File: config.mk
export PLATFORM = sky130hd
export DESIGN_NAME = spi_master_fifo_flat
export DESIGN_NICKNAME = d
export VERILOG_FILES = /design/src/rtl/spi_master_fifo_pkg.sv /design/src/rtl/spi_master_fifo_if.sv /design/src/rtl/spi_sync_fifo.sv /design/src/rtl/spi_master_fifo.sv /design/src/flat_wrapper.sv
export SDC_FILE = /design/constraint.sdc
export NUM_CORES = 1
export LEC_CHECK = 0
export ABC_AREA = 1
export CORE_AREA = 4 4 129 119
export CTS_CLUSTER_DIAMETER = 30
export DETAILED_ROUTE_END_ITERATION = 6
export DIE_AREA = 0 0 133 123
export DONT_BUFFER_PORTS = 1
export PLACE_DENSITY_LB_ADDON = 0.25
export REMOVE_ABC_BUFFERS = 1
export SETUP_SLACK_MARGIN = 0.1
export SLEW_MARGIN = 20
export SYNTH_ARGS = -nofsm -noshare
export SYNTH_HDL_FRONTEND = slang
export SYNTH_SLANG_ARGS = --single-unit
File: constraint.sdc
create_clock -name clk -period 3.4 [get_ports clk]
set_clock_uncertainty 0.05 [all_clocks]
set_input_delay 0.34 -clock clk [delete_from_list [all_inputs] [get_ports clk]]
set_output_delay 0.34 -clock clk [all_outputs]
set_load 0.03 [all_outputs]
File: src/rtl/spi_master_fifo_pkg.sv
// Shared types and constants for the FIFO-buffered SPI master.
package spi_pkg;

    typedef enum logic [2:0] {
        IDLE,
        LEAD,
        SHIFT,
        TRAIL,
        GAP
    } spi_state_e;

    // {CPOL,CPHA}
    localparam logic [1:0] MODE0 = 2'b00;
    localparam logic [1:0] MODE1 = 2'b01;
    localparam logic [1:0] MODE2 = 2'b10;
    localparam logic [1:0] MODE3 = 2'b11;

    // Half-period counter width: holds 0 .. 2*width-1 without wrapping
    function automatic int cnt_w(input int width);
        return $clog2(width) + 1;
    endfunction

endpackage

File: src/rtl/spi_master_fifo_if.sv
// Bus-side word handshakes of the SPI master: TX push and RX pop.
interface spi_master_fifo_if #(
    parameter int WIDTH = 8
);
    logic [WIDTH-1:0] tx_data;
    logic             tx_valid;
    logic             tx_ready;
    logic [WIDTH-1:0] rx_data;
    logic             rx_valid;
    logic             rx_ready;

    modport master (
        output tx_data, tx_valid, rx_ready,
        input  tx_ready, rx_data, rx_valid
    );

    modport slave (
        input  tx_data, tx_valid, rx_ready,
        output tx_ready, rx_data, rx_valid
    );
endinterface

File: src/rtl/spi_sync_fifo.sv
// Single-clock FIFO with extra-MSB pointers; push ignored when full, pop when empty.
module spi_sync_fifo #(
    parameter int WIDTH = 8,
    parameter int DEPTH = 4
) (
    input  logic                     clk,
    input  logic                     rst_n,
    input  logic                     push,
    input  logic [WIDTH-1:0]         din,
    input  logic                     pop,
    output logic [WIDTH-1:0]         dout,
    output logic [$clog2(DEPTH):0]   count
);
    localparam int AW = $clog2(DEPTH);

    logic [WIDTH-1:0] mem [DEPTH];
    logic [AW:0]      wr_ptr, rd_ptr;
    logic             full, empty;

    assign count = wr_ptr - rd_ptr;
    assign full  = count[AW];
    assign empty = (count == '0);
    assign dout  = mem[rd_ptr[AW-1:0]];

    // Pointer update; both sides may move in the same cycle
    always_ff @(posedge clk or negedge rst_n) begin
        if (!rst_n) begin
            wr_ptr <= '0;
            rd_ptr <= '0;
        end else begin
            if (push && !full)  wr_ptr <= wr_ptr + 1'b1;
            if (pop  && !empty) rd_ptr <= rd_ptr + 1'b1;
        end
    end

    // Storage write (contents need no reset)
    always_ff @(posedge clk) begin
        if (push && !full) mem[wr_ptr[AW-1:0]] <= din;
    end
endmodule

File: src/rtl/spi_master_fifo.sv
// FIFO-buffered SPI master: back-to-back words share one CS-low frame.
// Optional build macro SPI_LOOPBACK_EN adds a 'loopback' input that feeds
// MOSI into the receive sampler instead of the spi_miso pin.
module spi_master_fifo
    import spi_pkg::*;
#(
    parameter int WIDTH  = 8,
    parameter int DEPTH  = 4,
    parameter int NUM_CS = 2,
    parameter int DIV_W  = 8,
    localparam int CSW   = (NUM_CS > 1) ? $clog2(NUM_CS) : 1
) (
    input  logic              clk,
    input  logic              rst_n,
    spi_master_fifo_if.slave  bus,
    input  logic [1:0]        mode,
    input  logic              lsb_first,
    input  logic [CSW-1:0]    cs_sel,
    input  logic [DIV_W-1:0]  clk_div,
`ifdef SPI_LOOPBACK_EN
    input  logic              loopback,
`endif
    output logic              busy,
    output logic              frame_done,
    output logic              spi_clk,
    output logic              spi_mosi,
    input  logic              spi_miso,
    output logic [NUM_CS-1:0] cs_n
);
    localparam int AW = $clog2(DEPTH);
    localparam int CW = cnt_w(WIDTH);
    localparam logic [CW-1:0] LAST = CW'(2 * WIDTH - 1);

    spi_state_e       state, state_nx;
    logic [DIV_W-1:0] div_cnt, div_l;
    logic [CW-1:0]    bit_cnt;
    logic [WIDTH-1:0] shreg, rxreg, rx_shift, rx_word, tx_head;
    logic             cpol_l, cpha_l, lsb_l;
    logic [AW:0]      tx_count, rx_count;
    logic             tx_empty, rx_full, rx_pop, rx_space, rx_space_nx;
    logic             tick, last, sample_now, load_now, miso_s;
    logic             start, cont, tx_pop, rx_push;

    function automatic logic out_bit(input logic [WIDTH-1:0] w, input logic lsb);
        return lsb ? w[0] : w[WIDTH-1];
    endfunction

    function automatic logic [WIDTH-1:0] shift_out(input logic [WIDTH-1:0] w, input logic lsb);
        return lsb ? (w >> 1) : (w << 1);
    endfunction

    spi_sync_fifo #(.WIDTH(WIDTH), .DEPTH(DEPTH)) u_tx_fifo (
        .clk(clk), .rst_n(rst_n),
        .push(bus.tx_valid), .din(bus.tx_data),
        .pop(tx_pop), .dout(tx_head), .count(tx_count)
    );

    spi_sync_fifo #(.WIDTH(WIDTH), .DEPTH(DEPTH)) u_rx_fifo (
        .clk(clk), .rst_n(rst_n),
        .push(rx_push), .din(rx_word),
        .pop(rx_pop), .dout(bus.rx_data), .count(rx_count)
    );

    assign tx_empty     = (tx_count == '0);
    assign bus.tx_ready = !tx_count[AW];
    assign bus.rx_valid = (rx_count != '0);
    assign rx_full      = rx_count[AW];
    assign rx_pop       = bus.rx_valid && bus.rx_ready;
    // A word may start only if its result will have somewhere to land
    assign rx_space     = !rx_full || rx_pop;
    assign rx_space_nx  = (int'(rx_count) + 1 - int'(rx_pop)) < DEPTH;

`ifdef SPI_LOOPBACK_EN
    assign miso_s = loopback ? spi_mosi : spi_miso;
`else
    assign miso_s = spi_miso;
`endif

    // Tick index k = bit_cnt+1; odd k is a leading SCLK edge
    assign tick       = (state != IDLE) && (div_cnt == '0);
    assign last       = (bit_cnt == LAST);
    assign sample_now = tick && (state == SHIFT) && (cpha_l ? bit_cnt[0] : !bit_cnt[0]);
    assign load_now   = tick && (state == SHIFT) && (cpha_l ? !bit_cnt[0] : (bit_cnt[0] && !last));
    assign rx_shift   = lsb_l ? {miso_s, rxreg[WIDTH-1:1]} : {rxreg[WIDTH-2:0], miso_s};
    assign rx_word    = sample_now ? rx_shift : rxreg;

    assign busy = (state != IDLE);

    // State register
    always_ff @(posedge clk or negedge rst_n) begin
        if (!rst_n) state <= IDLE;
        else        state <= state_nx;
    end

    // Next state and FIFO strobes
    always_comb begin
        state_nx = state;
        start    = 1'b0;
        cont     = 1'b0;
        tx_pop   = 1'b0;
        rx_push  = 1'b0;
        case (state)
            IDLE:  if (!tx_empty && rx_space) begin
                       start    = 1'b1;
                       tx_pop   = 1'b1;
                       state_nx = LEAD;
                   end
            LEAD:  if (tick) state_nx = SHIFT;
            SHIFT: if (tick && last) begin
                       rx_push = 1'b1;
                       if (!tx_empty && rx_space_nx) begin
                           cont   = 1'b1;
                           tx_pop = 1'b1;
                       end else begin
                           state_nx = TRAIL;
                       end
                   end
            TRAIL: if (tick) state_nx = GAP;
            GAP:   if (tick) state_nx = IDLE;
            default: state_nx = IDLE;
        endcase
    end

    // Divider, bit counter, shifters and pin registers
    always_ff @(posedge clk or negedge rst_n) begin
        if (!rst_n) begin
            div_cnt    <= '0;
            div_l      <= '0;
            bit_cnt    <= '0;
            shreg      <= '0;
            rxreg      <= '0;
            cpol_l     <= 1'b0;
            cpha_l     <= 1'b0;
            lsb_l      <= 1'b0;
            spi_clk    <= 1'b0;
            spi_mosi   <= 1'b0;
            cs_n       <= '1;
            frame_done <= 1'b0;
        end else begin
            frame_done <= 1'b0;

            if (start)               div_cnt <= clk_div;
            else if (state != IDLE)  div_cnt <= (div_cnt == '0) ? div_l : div_cnt - 1'b1;

            if (state == IDLE)              spi_clk <= mode[1];
            else if (tick && state == SHIFT) spi_clk <= !spi_clk;

            if (start) begin
                div_l   <= clk_div;
                cpol_l  <= mode[1];
                cpha_l  <= mode[0];
                lsb_l   <= lsb_first;
                bit_cnt <= '0;
                cs_n    <= ~(NUM_CS'(1) << cs_sel);
                // CPHA=0 must present the first bit before the first edge
                if (!mode[0]) begin
                    spi_mosi <= out_bit(tx_head, lsb_first);
                    shreg    <= shift_out(tx_head, lsb_first);
                end else begin
                    shreg    <= tx_head;
                end
            end else if (cont) begin
                bit_cnt <= '0;
                if (!cpha_l) begin
                    spi_mosi <= out_bit(tx_head, lsb_l);
                    shreg    <= shift_out(tx_head, lsb_l);
                end else begin
                    shreg    <= tx_head;
                end
            end else if (load_now) begin
                spi_mosi <= out_bit(shreg, lsb_l);
                shreg    <= shift_out(shreg, lsb_l);
            end

            if (tick && state == SHIFT && !last) bit_cnt <= bit_cnt + 1'b1;
            if (tick && state == TRAIL) begin
                cs_n       <= '1;
                frame_done <= 1'b1;
            end

            if (sample_now) rxreg <= rx_shift;
        end
    end
endmodule
File: src/flat_wrapper.sv
// flat-port wrapper written by rule: the top's interface ports become plain ports
module spi_master_fifo_flat import spi_pkg::*;
#(
    parameter int WIDTH  = 8,
    parameter int DEPTH  = 4,
    parameter int NUM_CS = 2,
    parameter int DIV_W  = 8,
    localparam int CSW   = (NUM_CS > 1) ? $clog2(NUM_CS) : 1
)
  (clk, rst_n, mode, lsb_first, cs_sel, clk_div, busy, frame_done, spi_clk, spi_mosi, spi_miso, cs_n, bus_tx_data, bus_tx_valid, bus_rx_ready, bus_tx_ready, bus_rx_data, bus_rx_valid);
  spi_master_fifo_if #(.WIDTH(WIDTH)) bus_i ();
  input  logic clk;
  input  logic rst_n;
  input  logic [1:0] mode;
  input  logic lsb_first;
  input  logic [CSW-1:0] cs_sel;
  input  logic [DIV_W-1:0] clk_div;
  output logic busy;
  output logic frame_done;
  output logic spi_clk;
  output logic spi_mosi;
  input  logic spi_miso;
  output logic [NUM_CS-1:0] cs_n;
  input wire logic [$bits(bus_i.tx_data)-1:0] bus_tx_data;
  input wire logic [$bits(bus_i.tx_valid)-1:0] bus_tx_valid;
  input wire logic [$bits(bus_i.rx_ready)-1:0] bus_rx_ready;
  output wire logic [$bits(bus_i.tx_ready)-1:0] bus_tx_ready;
  output wire logic [$bits(bus_i.rx_data)-1:0] bus_rx_data;
  output wire logic [$bits(bus_i.rx_valid)-1:0] bus_rx_valid;
  assign bus_i.tx_data = bus_tx_data;
  assign bus_i.tx_valid = bus_tx_valid;
  assign bus_i.rx_ready = bus_rx_ready;
  assign bus_tx_ready = bus_i.tx_ready;
  assign bus_rx_data = bus_i.rx_data;
  assign bus_rx_valid = bus_i.rx_valid;
  spi_master_fifo #(.WIDTH(WIDTH), .DEPTH(DEPTH), .NUM_CS(NUM_CS), .DIV_W(DIV_W)) u_core (.clk(clk), .rst_n(rst_n), .bus(bus_i), .mode(mode), .lsb_first(lsb_first), .cs_sel(cs_sel), .clk_div(clk_div), .busy(busy), .frame_done(frame_done), .spi_clk(spi_clk), .spi_mosi(spi_mosi), .spi_miso(spi_miso), .cs_n(cs_n));
endmodule
==> impl_results.md <==
- Max capacitance violation total: 0
- Initial drt markers: 349
- Pre-CTS setup slack: 197.6 ps
- CTS H-Tree Depth: 4
- Ys async rst share: ~48%
- Io pins: a little over 40
- Area contributors post-synth: edfxtp_1 (31%), dfrtp_1 (23%), nand2_1 (9.9%)
- First-pass GRT wire length: 23140 um
- Worst EP required: roughly 3700 ps
- Via density: 5.278
- DRC viols: 0
- Routability congestion estimate: about 0.86
- P&R area growth vs syn: 17.11%
- Setup ws final: 323.0 ps
- Antenna Nets Post-Route: 0
- Initial DRT Pass Iterations: 6
- Part of the power in registers: 29.9%
- Final Instance Count excl. Fillers: 900
- Fin crit period: 3077 ps
- Clock Sinks: 122
- Hold Vio Cnt, Final: 0
- Setup_tns: 0 ps
- Peak VDD IR: between 700 and 800 uV
- Total power per unit cell area: about 1000 nW/um^2
- GR Overflow Total: 0
- CORE AREA: roughly 14000 um^2
- Share of the synthesized area in the top cell type: 31.06%
- Final nets: 738
- Highest-count cells in the layout ignoring fill and taps: nand2_1 (163), edfxtp_1 (64), inv_1 (60)
- Pin count of the biggest net entering global routing: 59
- Commonest non-fill, non-tap cell in the layout: nand2_1
- CP Class: flop to flop
- Outcome: finished clean
- Number of global-route vias before repair: ~4600
- GRT Util Overall: approximately 18%
- Max clock buf depth: 2
- Sequential element share of the synthesized area: a little over half
- Effective utilization at floorplan: between 40% and 50%
- Dpl cells: 852
- Combinational share of power: 45.4%
- LEAKAGE: 0.003200 uW
- Worst Path Max Fanout: 7
- Initial antenna violation count: 0
- Final setup violation count: 0
- Hold WC Path Type: primary input to flop
- TritonCTS clock tree: done
- Mapped cell area: 6187 um^2
- Synth area leader: edfxtp_1
- Clock Latency Late Sink: 420 ps
- Die area: 16360 um^2
- Post-synth top flop: edfxtp_1
- Die Ht: ~120 um
- Post-Route WL: 13760 um
- Yosys warns: 0
- Port bufs: 0
- Internal Power: 4106 uW
- Arrival @ worst endpoint: ~3300 ps
- CTS root buf: clkbuf_16
- DR vias: about 4800
- Slew Limit Fails: 0
- Clock-pin slew on the worst setup and hold paths: 60 ps
- WL per Instance: 15.29 um
- Startpoint type of the worst setup path: flop
- Mean Syn Cell Area: roughly 9.4 um^2
- Sw frac: 43.86%
- Slew HR: between 50% and 60%
- N_diodes: 0
- FMAX: 0.3250 GHz
- Clock power frac: 24.6%
- Period utilisation layout: 90.50%
- Number of CTS-inserted buffers: 17
- RSZ-0062 raised after global routing: false
- Chip width: 133 um
- Site row count: 41
- Number of synthesized flops with an enable pin: 64
- Worst setup EP type: flop
- Yosys cell types: 42
- Net switching power: 3208 uW
- Layout cells sized above 1: between 10% and 20%
- DP Wirelength: 9261 um
- Yosys reg bits: 122
- Post-Synthesis Cells: 660
- Worst Tran Pin Value: 759.4 ps
[logic make-up after synthesis]
group,Yosys count,share of synthesized area (%)
flip-flops,122,54.56
AO/OA/AOI/OAI,101,9.545
multiplexers,8,1.294
adder cells (fa/ha/maj),19,3.964
buffers and inverters,85,5.581
XOR/XNOR,17,2.407
AND/OR/NAND/NOR,308,22.65
[per-layer routing]
| metal | part of all wire, % | track usage, % |
|---|---|---|
| met1 | 46 | 23.18 |
| met2 | 47 | 29.19 |
| met3 | 5.1 | 5.411 |
| met4 | 1.8 | 6.364 |
| met5 | 0 | 0 |
[Yosys cell counts (4+ instances only)]
| master | count |
|---|---|
| nand2_1 | 163 |
| edfxtp_1 | 64 |
| inv_1 | 61 |
| nand3_1 | 59 |
| dfrtp_1 | 56 |
| nor2_1 | 55 |
| o21ai_0 | 47 |
| ha_1 | 18 |
| o22ai_1 | 16 |
| xor2_1 | 14 |
| a21oi_1 | 13 |
| a31oi_1 | 8 |
| mux2i_1 | 8 |
| o221ai_1 | 7 |
| buf_2 | 6 |
| nand2_2 | 6 |
| nand4_1 | 6 |
| o211ai_1 | 5 |
| clkbuf_1 | 4 |
| clkinv_1 | 4 |
| nand3_2 | 4 |
[critical path, cell delays in order, from the launching register on]
cell	delay, ps
dfrtp_1	410
inv_2	110
ha_1	140
inv_1	40
fa_1	480
ha_1	300
inv_1	40
nand3_1	90
inv_1	40
nand3_1	110
inv_1	50
ha_1	270
nand3_2	120
nand2_4	100
nand3_4	130
nand2_4	100
nor2_4	210
nor2_1	60
nand2_1	50
nand2_1	50
[state kept, by name, summed over array words and instances, names as in the netlist]
| register | count |
|---|---|
| u_core.u_rx_fifo.wr_ptr | 3 |
| u_core.div_l | 8 |
| u_core.rxreg | 8 |
| u_core.u_tx_fifo.mem | 32 |
| u_core.u_tx_fifo.rd_ptr | 3 |
| u_core.spi_clk | 1 |
| u_core.lsb_l | 1 |
| u_core.u_rx_fifo.mem | 32 |
| u_core.state | 3 |
| u_core.u_tx_fifo.wr_ptr | 3 |
| u_core.bit_cnt | 4 |
| u_core.cpha_l | 1 |
| u_core.shreg | 8 |
| u_core.div_cnt | 8 |
| u_core.spi_mosi | 1 |
| u_core.frame_done | 1 |
| u_core.u_rx_fifo.rd_ptr | 3 |
| u_core.cs_n | 2 |
[per-stage QoR]
stage | instance area (um^2) | utilization [%] | power, uW | hold WS [ps]
final | 7246 | 52.12 | 7314 | 7.463
after detailed placement | 6459 | 46.46 | 5400 | -1.244
after CTS | 7208 | 51.85 | 7267 | 0.3524
after floorplan | 6097 | - | 4540 | -5.591
after global placement | 6459 | 46.46 | 5314 | -1.059
after global routing | 7246 | 52.12 | 7905 | 1.687
[power groups by stage]
stage               registers, uW  logic, uW  clock network, uW
floorplan                    2250       2290                  0
global placement             2210       3100                  0
detailed placement           2220       3180                  0
CTS                          2190       3240               1830
global route                 2230       3780               1900
finish                       2190       3320               1800
[cell type report]
type,count,area [um^2]
clock inverter,15,166.4
inverter,68,255.2
clock buffer,17,425.4
multi-input combinational,454,2496
timing repair buffer,31,285.3
tap,193,241.5
sequential,122,3376
fill,1240,6656
[final timing paths]
kind                                                   startpoint                          end  cells after the start  slack [ps]
setup / recovery           u_core.u_rx_fifo.wr_ptr[0]$_DFFE_PN0P_  u_core.spi_mosi$_DFFE_PN0P_                     19         320
hold / removal                                         clk_div[4]  u_core.div_l[4]$_DFFE_PN0P_                      2           7
setup reg to reg           u_core.u_rx_fifo.wr_ptr[0]$_DFFE_PN0P_  u_core.spi_mosi$_DFFE_PN0P_                     19         320
hold reg to reg                       u_core.div_l[2]$_DFFE_PN0P_  u_core.div_l[2]$_DFFE_PN0P_                      2         420
max in group asynchronous                                   rst_n   u_core.cs_n[0]$_DFFE_PN1P_                      2        2600
min in group asynchronous                                   rst_n    u_core.rxreg[5]$_DFF_PN0_                      2         400
[timing repair]
| item | CTS | global route |
|---|---|---|
| setup endpoints to repair | 0 | 16 |
| gates resized for setup | 0 | 5 |
| hold buffers | 14 | 0 |
| buffers inserted | 0 | 1 |
| endpoints found under the hold margin | 95 | 0 |
No activity file was read; power rests on OpenSTA's default activity.
